$ cat src/rtl/ldpc_pkg.sv
// Shared LDPC decoder types and sign-magnitude message helpers.
// Helpers take a 32-bit container plus the live message width so that any MSG_W <= 32 can use them.
package ldpc_pkg;

    localparam int MSG_W_DEF = 8;

    typedef enum logic {
        COLLECT = 1'b0,
        EMIT    = 1'b1
    } cnu_state_t;

    function automatic logic msg_sign(input logic [31:0] msg, input int w);
        return msg[w-1];
    endfunction

    function automatic logic [31:0] msg_mag(input logic [31:0] msg, input int w);
        return msg & ((32'd1 << (w - 1)) - 32'd1);
    endfunction

    // A zero magnitude is always emitted as +0, never -0.
    function automatic logic [31:0] mk_msg(input logic sign, input logic [31:0] mag, input int w);
        return (mag == 32'd0) ? 32'd0 : (({31'd0, sign} << (w - 1)) | mag);
    endfunction

endpackage

$ cat src/rtl/cnu_min_tracker.sv
// Running smallest / second-smallest magnitude tracker with the index of the smallest.
// The next-state values are exported so a caller can act on the result of the final update.
module cnu_min_tracker #(
    parameter int MAG_W = 7,
    parameter int IDX_W = 3
) (
    input  logic             clk,
    input  logic             rst,
    input  logic             clr,
    input  logic             upd,
    input  logic [MAG_W-1:0] mag,
    input  logic [IDX_W-1:0] idx,
    output logic [MAG_W-1:0] min1,
    output logic [MAG_W-1:0] min2,
    output logic [IDX_W-1:0] min_idx,
    output logic [MAG_W-1:0] nxt_min1,
    output logic [MAG_W-1:0] nxt_min2,
    output logic [IDX_W-1:0] nxt_min_idx
);

    always_comb begin
        nxt_min1    = min1;
        nxt_min2    = min2;
        nxt_min_idx = min_idx;
        if (clr) begin
            nxt_min1    = '1;
            nxt_min2    = '1;
            nxt_min_idx = '0;
        end else if (upd) begin
            // Strict compares: on a tie the earlier arrival keeps min1 and the newcomer lands in min2.
            if (mag < min1) begin
                nxt_min2    = min1;
                nxt_min1    = mag;
                nxt_min_idx = idx;
            end else if (mag < min2) begin
                nxt_min2 = mag;
            end
        end
    end

    always_ff @(posedge clk or posedge rst) begin
        if (rst) begin
            min1    <= '1;
            min2    <= '1;
            min_idx <= '0;
        end else begin
            min1    <= nxt_min1;
            min2    <= nxt_min2;
            min_idx <= nxt_min_idx;
        end
    end

endmodule

$ cat src/rtl/cnu_minsum_serial.sv
// Serial offset min-sum check node: collects DC messages, then emits DC extrinsic replies
// plus a parity-satisfied flag. Output fields are registered and held across backpressure.
module cnu_minsum_serial
    import ldpc_pkg::*;
#(
    parameter int MSG_W  = MSG_W_DEF,
    parameter int DC     = 6,
    parameter int OFFSET = 0
) (
    input  logic                  clk,
    input  logic                  rst,
    input  logic                  cnu_en,
    input  logic                  msg_in_valid,
    output logic                  msg_in_ready,
    input  logic [MSG_W-1:0]      msg_from_var,
    output logic                  msg_out_valid,
    input  logic                  msg_out_ready,
    output logic [MSG_W-1:0]      msg_to_var,
    output logic [$clog2(DC)-1:0] msg_out_idx,
    output logic                  parity_ok,
    output logic                  cnu_over
);

    localparam int MAG_W = MSG_W - 1;
    localparam int IDX_W = $clog2(DC);
    localparam logic [IDX_W-1:0] LAST = IDX_W'(DC - 1);

    cnu_state_t       state;
    logic [IDX_W-1:0] cnt;
    logic [IDX_W-1:0] out_cnt;
    logic [IDX_W-1:0] nxt_j;
    logic [DC-1:0]    sign_reg;
    logic             sign_xor;
    logic             sx_nxt;

    logic             in_sign;
    logic [MAG_W-1:0] in_mag;
    logic             accept;
    logic             last_in;
    logic             xfer;
    logic             last_out;

    logic [MAG_W-1:0] min1, min2, nxt_min1, nxt_min2;
    logic [IDX_W-1:0] min_idx, nxt_min_idx;

    assign msg_in_ready = (state == COLLECT) && cnu_en;
    assign in_sign      = msg_sign(32'(msg_from_var), MSG_W);
    assign in_mag       = MAG_W'(msg_mag(32'(msg_from_var), MSG_W));
    assign accept       = msg_in_valid && msg_in_ready;
    assign last_in      = accept && (cnt == LAST);
    assign xfer         = msg_out_valid && msg_out_ready;
    assign last_out     = xfer && (out_cnt == LAST);
    assign sx_nxt       = sign_xor ^ in_sign;
    assign nxt_j        = out_cnt + 1'b1;

    cnu_min_tracker #(
        .MAG_W (MAG_W),
        .IDX_W (IDX_W)
    ) u_min (
        .clk         (clk),
        .rst         (rst),
        .clr         (last_out),
        .upd         (accept),
        .mag         (in_mag),
        .idx         (cnt),
        .min1        (min1),
        .min2        (min2),
        .min_idx     (min_idx),
        .nxt_min1    (nxt_min1),
        .nxt_min2    (nxt_min2),
        .nxt_min_idx (nxt_min_idx)
    );

    // Extrinsic reply for index j: exclude j's own magnitude, apply offset with a floor at 0.
    function automatic logic [MSG_W-1:0] c2v(
        input logic [IDX_W-1:0] j,
        input logic [MAG_W-1:0] m1,
        input logic [MAG_W-1:0] m2,
        input logic [IDX_W-1:0] mi,
        input logic             sgn
    );
        logic [31:0] m;
        m = (j == mi) ? 32'(m2) : 32'(m1);
        m = (m > $unsigned(OFFSET)) ? m - $unsigned(OFFSET) : 32'd0;
        return MSG_W'(mk_msg(sgn, m, MSG_W));
    endfunction

    always_ff @(posedge clk or posedge rst) begin
        if (rst) begin
            state         <= COLLECT;
            cnt           <= '0;
            out_cnt       <= '0;
            sign_reg      <= '0;
            sign_xor      <= 1'b0;
            msg_out_valid <= 1'b0;
            msg_to_var    <= '0;
            msg_out_idx   <= '0;
            parity_ok     <= 1'b0;
            cnu_over      <= 1'b0;
        end else begin
            cnu_over <= 1'b0;
            case (state)
                COLLECT: begin
                    if (accept) begin
                        sign_reg[cnt] <= in_sign;
                        sign_xor      <= sx_nxt;
                        if (last_in) begin
                            // First reply is built from the post-update minima and sign parity.
                            cnt           <= '0;
                            out_cnt       <= '0;
                            state         <= EMIT;
                            msg_out_valid <= 1'b1;
                            msg_out_idx   <= '0;
                            parity_ok     <= ~sx_nxt;
                            msg_to_var    <= c2v('0, nxt_min1, nxt_min2, nxt_min_idx,
                                                 sx_nxt ^ sign_reg[0]);
                        end else begin
                            cnt <= cnt + 1'b1;
                        end
                    end
                end
                EMIT: begin
                    if (last_out) begin
                        state         <= COLLECT;
                        out_cnt       <= '0;
                        sign_reg      <= '0;
                        sign_xor      <= 1'b0;
                        msg_out_valid <= 1'b0;
                        msg_to_var    <= '0;
                        msg_out_idx   <= '0;
                        parity_ok     <= 1'b0;
                        cnu_over      <= 1'b1;
                    end else if (xfer) begin
                        out_cnt     <= nxt_j;
                        msg_out_idx <= nxt_j;
                        msg_to_var  <= c2v(nxt_j, min1, min2, min_idx,
                                           sign_xor ^ sign_reg[nxt_j]);
                    end
                end
                default: state <= COLLECT;
            endcase
        end
    end

endmodule

$ cat config.mk
export PLATFORM = sky130hd
export DESIGN_NAME = cnu_minsum_serial
export DESIGN_NICKNAME = d
export VERILOG_FILES = /design/src/rtl/ldpc_pkg.sv /design/src/rtl/cnu_min_tracker.sv /design/src/rtl/cnu_minsum_serial.sv
export SDC_FILE = /design/constraint.sdc
export NUM_CORES = 1
export LEC_CHECK = 0
export BUFFER_PORTS_ARGS = -buffer_cell sky130_fd_sc_hd__buf_4
export CORE_ASPECT_RATIO = 0.8
export CORE_MARGIN = 3
export CORE_UTILIZATION = 59
export CTS_BUF_LIST = sky130_fd_sc_hd__clkbuf_8 sky130_fd_sc_hd__clkbuf_16
export CTS_CLUSTER_SIZE = 40
export DETAILED_ROUTE_END_ITERATION = 10
export GPL_TIMING_DRIVEN = 1
export PLACE_DENSITY = 0.8
export SETUP_SLACK_MARGIN = 0.5
export SLEW_MARGIN = 25
export SYNTH_ARGS = -nofsm -noshare
export SYNTH_HDL_FRONTEND = slang
export SYNTH_SLANG_ARGS = --single-unit
export TNS_END_PERCENT = 100
$ cat constraint.sdc
create_clock -name clk -period 3 [get_ports clk]
set_clock_uncertainty 0.15 [all_clocks]
set_input_delay 0.3 -clock clk [delete_from_list [all_inputs] [get_ports clk]]
set_output_delay 0.3 -clock clk [all_outputs]
set_load 0.02 [all_outputs]
==> run_results.csv <==
group,metric,value,unit
place,hpwl,5.75,mm
grt,grt_pass1_vias,2592,
timing,slew_violations,0,
clocking,clkLatencyLatePin,0.30,ns
setup_path,arrival,2.79,ns
grt,grt_max_degree,43,
grt,grt-ovfl-total,0,
synth,synth_edf_count,0,
die,core,0.00428,mm^2
timing,finalCritPeriodShare,92.5,%
power,vdd_drop_max,0.000797,V
die,fp.dieW,81.7,um
min_path,hp-class,"input port to async pin",
power,combPwrFrac,65.4,%
route,wl,9.22,mm
die,io_pins,28,
synth,yosysTopAreaCell,"dfrtp_1",
synth,ys_types,58,
finish,layout-drive-gt1-share,37.0,%
power,netSwitchingPower,2.19,mW
synth,ys.flop_type,"dfrtp_1",
route,ant_nets,0,
timing,slew_headroom,63.4,%
place,gp_congestion,0.953,
timing,max_freq,360,MHz
power,p_seq_share,25.1,%
synth,synth_area,0.00270,mm^2
synth,yosysSeqAreaShare,39.6,%
synth,synth_cells,308,
setup_path,critPathLaunchType,"flip-flop",
clocking,cts_sinks,42,
timing,tightestPinTransition,0.549,ns
route,via_per_inst,6.83,
power,p_leak,1.55,nW
clocking,cts_root_buf,"clkbuf_8",
synth,synth_top_area_share,25.9,%
place,dp_cells,392,
setup_path,worstSetupEndpointType,"flip-flop",
synth,synth-async-reset-ratio,100,%
finish,stdcell_count,422,
synth,yosys_warnings,0,
finish,antenna_cells,0,
power,power_density,1290,mW/mm^2
clocking,path_clk_slew,0.08,ns
synth,synthTopCellsByArea,"dfrtp_1 26%, dfstp_2 14%, ha_1 7.4%",
route,num_vias,2884,
clocking,cts_buffer_depth,2,
die,die_area,0.00543,mm^2
finish,largest_register_ffs,8,
timing,tns,0,ns
power,clockPowerShare,9.5,%
clocking,cts_tree,"done",
synth,synth_seq_cells,42,
timing,final-hold-violation-count,0,
setup_path,critPathKind,"flip-flop to flip-flop",
setup_path,cp.required,3.02,ns
timing,rsz0062_at_grt,"true",
die,initial_core_util,63.1,%
die,die_h,66.5,um
power,p_int,2.50,mW
route,drt_iter0_markers,531,
finish,fin_nets,393,
grt,grt_pass1_wl,13.4,mm
run_status,status,"finished clean",
timing,setup_viol,0,
route,drcViolationCount,0,
setup_path,critPathMaxFanout,6,
grt,antenna_found_initial,0,
route,first_pass_iters,5,
timing,post-route-min-period,2.78,ns
clocking,cts_buffers,5,
finish,top_register,"msg_to_var",
place,port_buffers,27,
run,maxCapViolations,0,
finish,areaGrowthSynthToFinish,34.7,%
die,row_count,21,
finish,top_regs,"msg_to_var x8, u_min.min1 x7, u_min.min2 x7",
grt,grt_use_total,33.2,%
route,wl_per_cell,21.9,um
synth,syn_area_per_cell,8.77,um^2
synth,syn_nets,337,
power,sw_frac_of_total,46.6,%
clocking,htree_levels,2,
[layer usage]
layer / global-route usage (%) / vias to the layer above / share of wire, %
li1: - / 1234 / -
met1: 48.2 / 1341 / 39
met2: 49.9 / 254 / 45
met3: 7.84 / 55 / 11
met4: 8.71 / 0 / 4.6
met5: 0 / - / 0
[layout make-up]
cell class / instances / area (um^2)
inverters: 15 / 60.1
clock buffers: 5 / 68.8
multi-input cells: 239 / 1850
well taps: 57 / 71.3
clock inverters: 3 / 37.5
flip-flops and latches: 42 / 1070
repair buffers: 61 / 485
fillers: 213 / 643
[metrics by stage]
step	instance area, um^2	utilization [%]	setup slack (ns)	hold slack, ns	power [mW]
after global placement	3090	72.1	0.161	0.321	3.29
final	3640	85.0	0.224	0.00603	4.69
after CTS	3460	80.8	0.330	0.00763	4.21
after floorplan	2780	-	0.515	0.283	2.64
after detailed placement	3090	72.1	0.0936	0.328	3.34
after global routing	3640	85.0	0.132	0.0449	4.92
[Yosys cell counts, types with 3 or more instances]
cell type,count
a21oi_1,28
clkbuf_1,9
buf_2,3
and3_1,3
nand4_1,4
nor2_1,25
o22ai_1,4
nand2_1,38
nor2b_1,3
a211oi_1,3
xor2_1,4
nand3_1,12
o22a_1,3
o21a_1,3
nor4_1,3
a21o_1,3
dfstp_2,14
ha_1,16
dfrtp_1,28
mux2i_1,4
a31oi_1,6
inv_1,15
o211ai_1,5
nor3_1,6
o21ai_0,26
[power by group through the flow]
stage	registers [mW]	logic, mW	clock network (mW)
floorplan	1.19	1.45	0
global placement	1.19	2.10	0
detailed placement	1.20	2.15	0
CTS	1.15	2.61	0.444
global route	1.21	3.24	0.472
finish	1.18	3.06	0.446
[cell usage in the layout (no fill, tap or decap), types with 3 or more instances in the layout]
cell	n
a211oi_2	3
a21oi_1	23
a21oi_2	4
a21oi_4	3
a31oi_1	5
buf_4	56
buf_6	4
clkbuf_8	5
dfrtp_1	27
dfstp_2	14
ha_1	7
ha_4	8
inv_1	13
inv_2	3
nand2_1	36
nand3_1	12
nand4_1	4
nor2_1	23
nor2b_1	3
nor3_1	6
o211ai_1	5
o21a_1	3
o21ai_0	25
o21ai_4	3
o22a_1	3
o22ai_1	3
xor2_1	4
[repair_timing]
item                       CTS  global route
hold buffers                 0             0
resized for setup           27            20
setup endpoints to repair    8             8
buffers inserted            16             6
pin swaps                   22            17
[logic make-up (layout without fill, tap and decap cells)]
| logic type | count (synthesis) | count (layout) | share of synthesized area [%] |
|---|---|---|---|
| compound gates | 105 | 105 | 25.8 |
| xor+xnor | 7 | 7 | 2.55 |
| flops | 42 | 42 | 39.6 |
| mux | 5 | 5 | 2.32 |
| simple gates | 106 | 106 | 18.5 |
| buf+inv | 27 | 84 | 3.89 |
| fa+ha+maj | 16 | 16 | 7.41 |
[final timing paths]
kind                                          from                         end  slack, ns  depth (start not counted)
setup / recovery           u_min.min1[2]$_DFF_PP1_   msg_to_var[7]$_DFFE_PP0P_       0.22                         11
hold / removal                                 rst  u_min.min_idx[0]$_DFF_PP0_      0.006                          3
setup reg to reg           u_min.min1[2]$_DFF_PP1_   msg_to_var[7]$_DFFE_PP0P_       0.22                         11
hold reg to reg            sign_reg[4]$_DFFE_PP0P_     sign_reg[4]$_DFFE_PP0P_       0.36                          2
max in group asynchronous                      rst      out_cnt[0]$_DFFE_PP0P_       2.30                          3
min in group clk                   msg_from_var[7]     sign_reg[4]$_DFFE_PP0P_       0.14                          3
[worst max-delay path, stage by stage (launching register included)]
cell	delay (ns)
dfstp_2	0.55
inv_2	0.05
ha_4	0.28
nand2_4	0.06
o21ai_4	0.26
a21oi_2	0.12
buf_4	0.17
nor4_4	0.31
a311o_1	0.21
a2bb2oi_2	0.18
and4_1	0.22
a31oi_1	0.08
No activity file was read; power rests on OpenSTA's default activity.
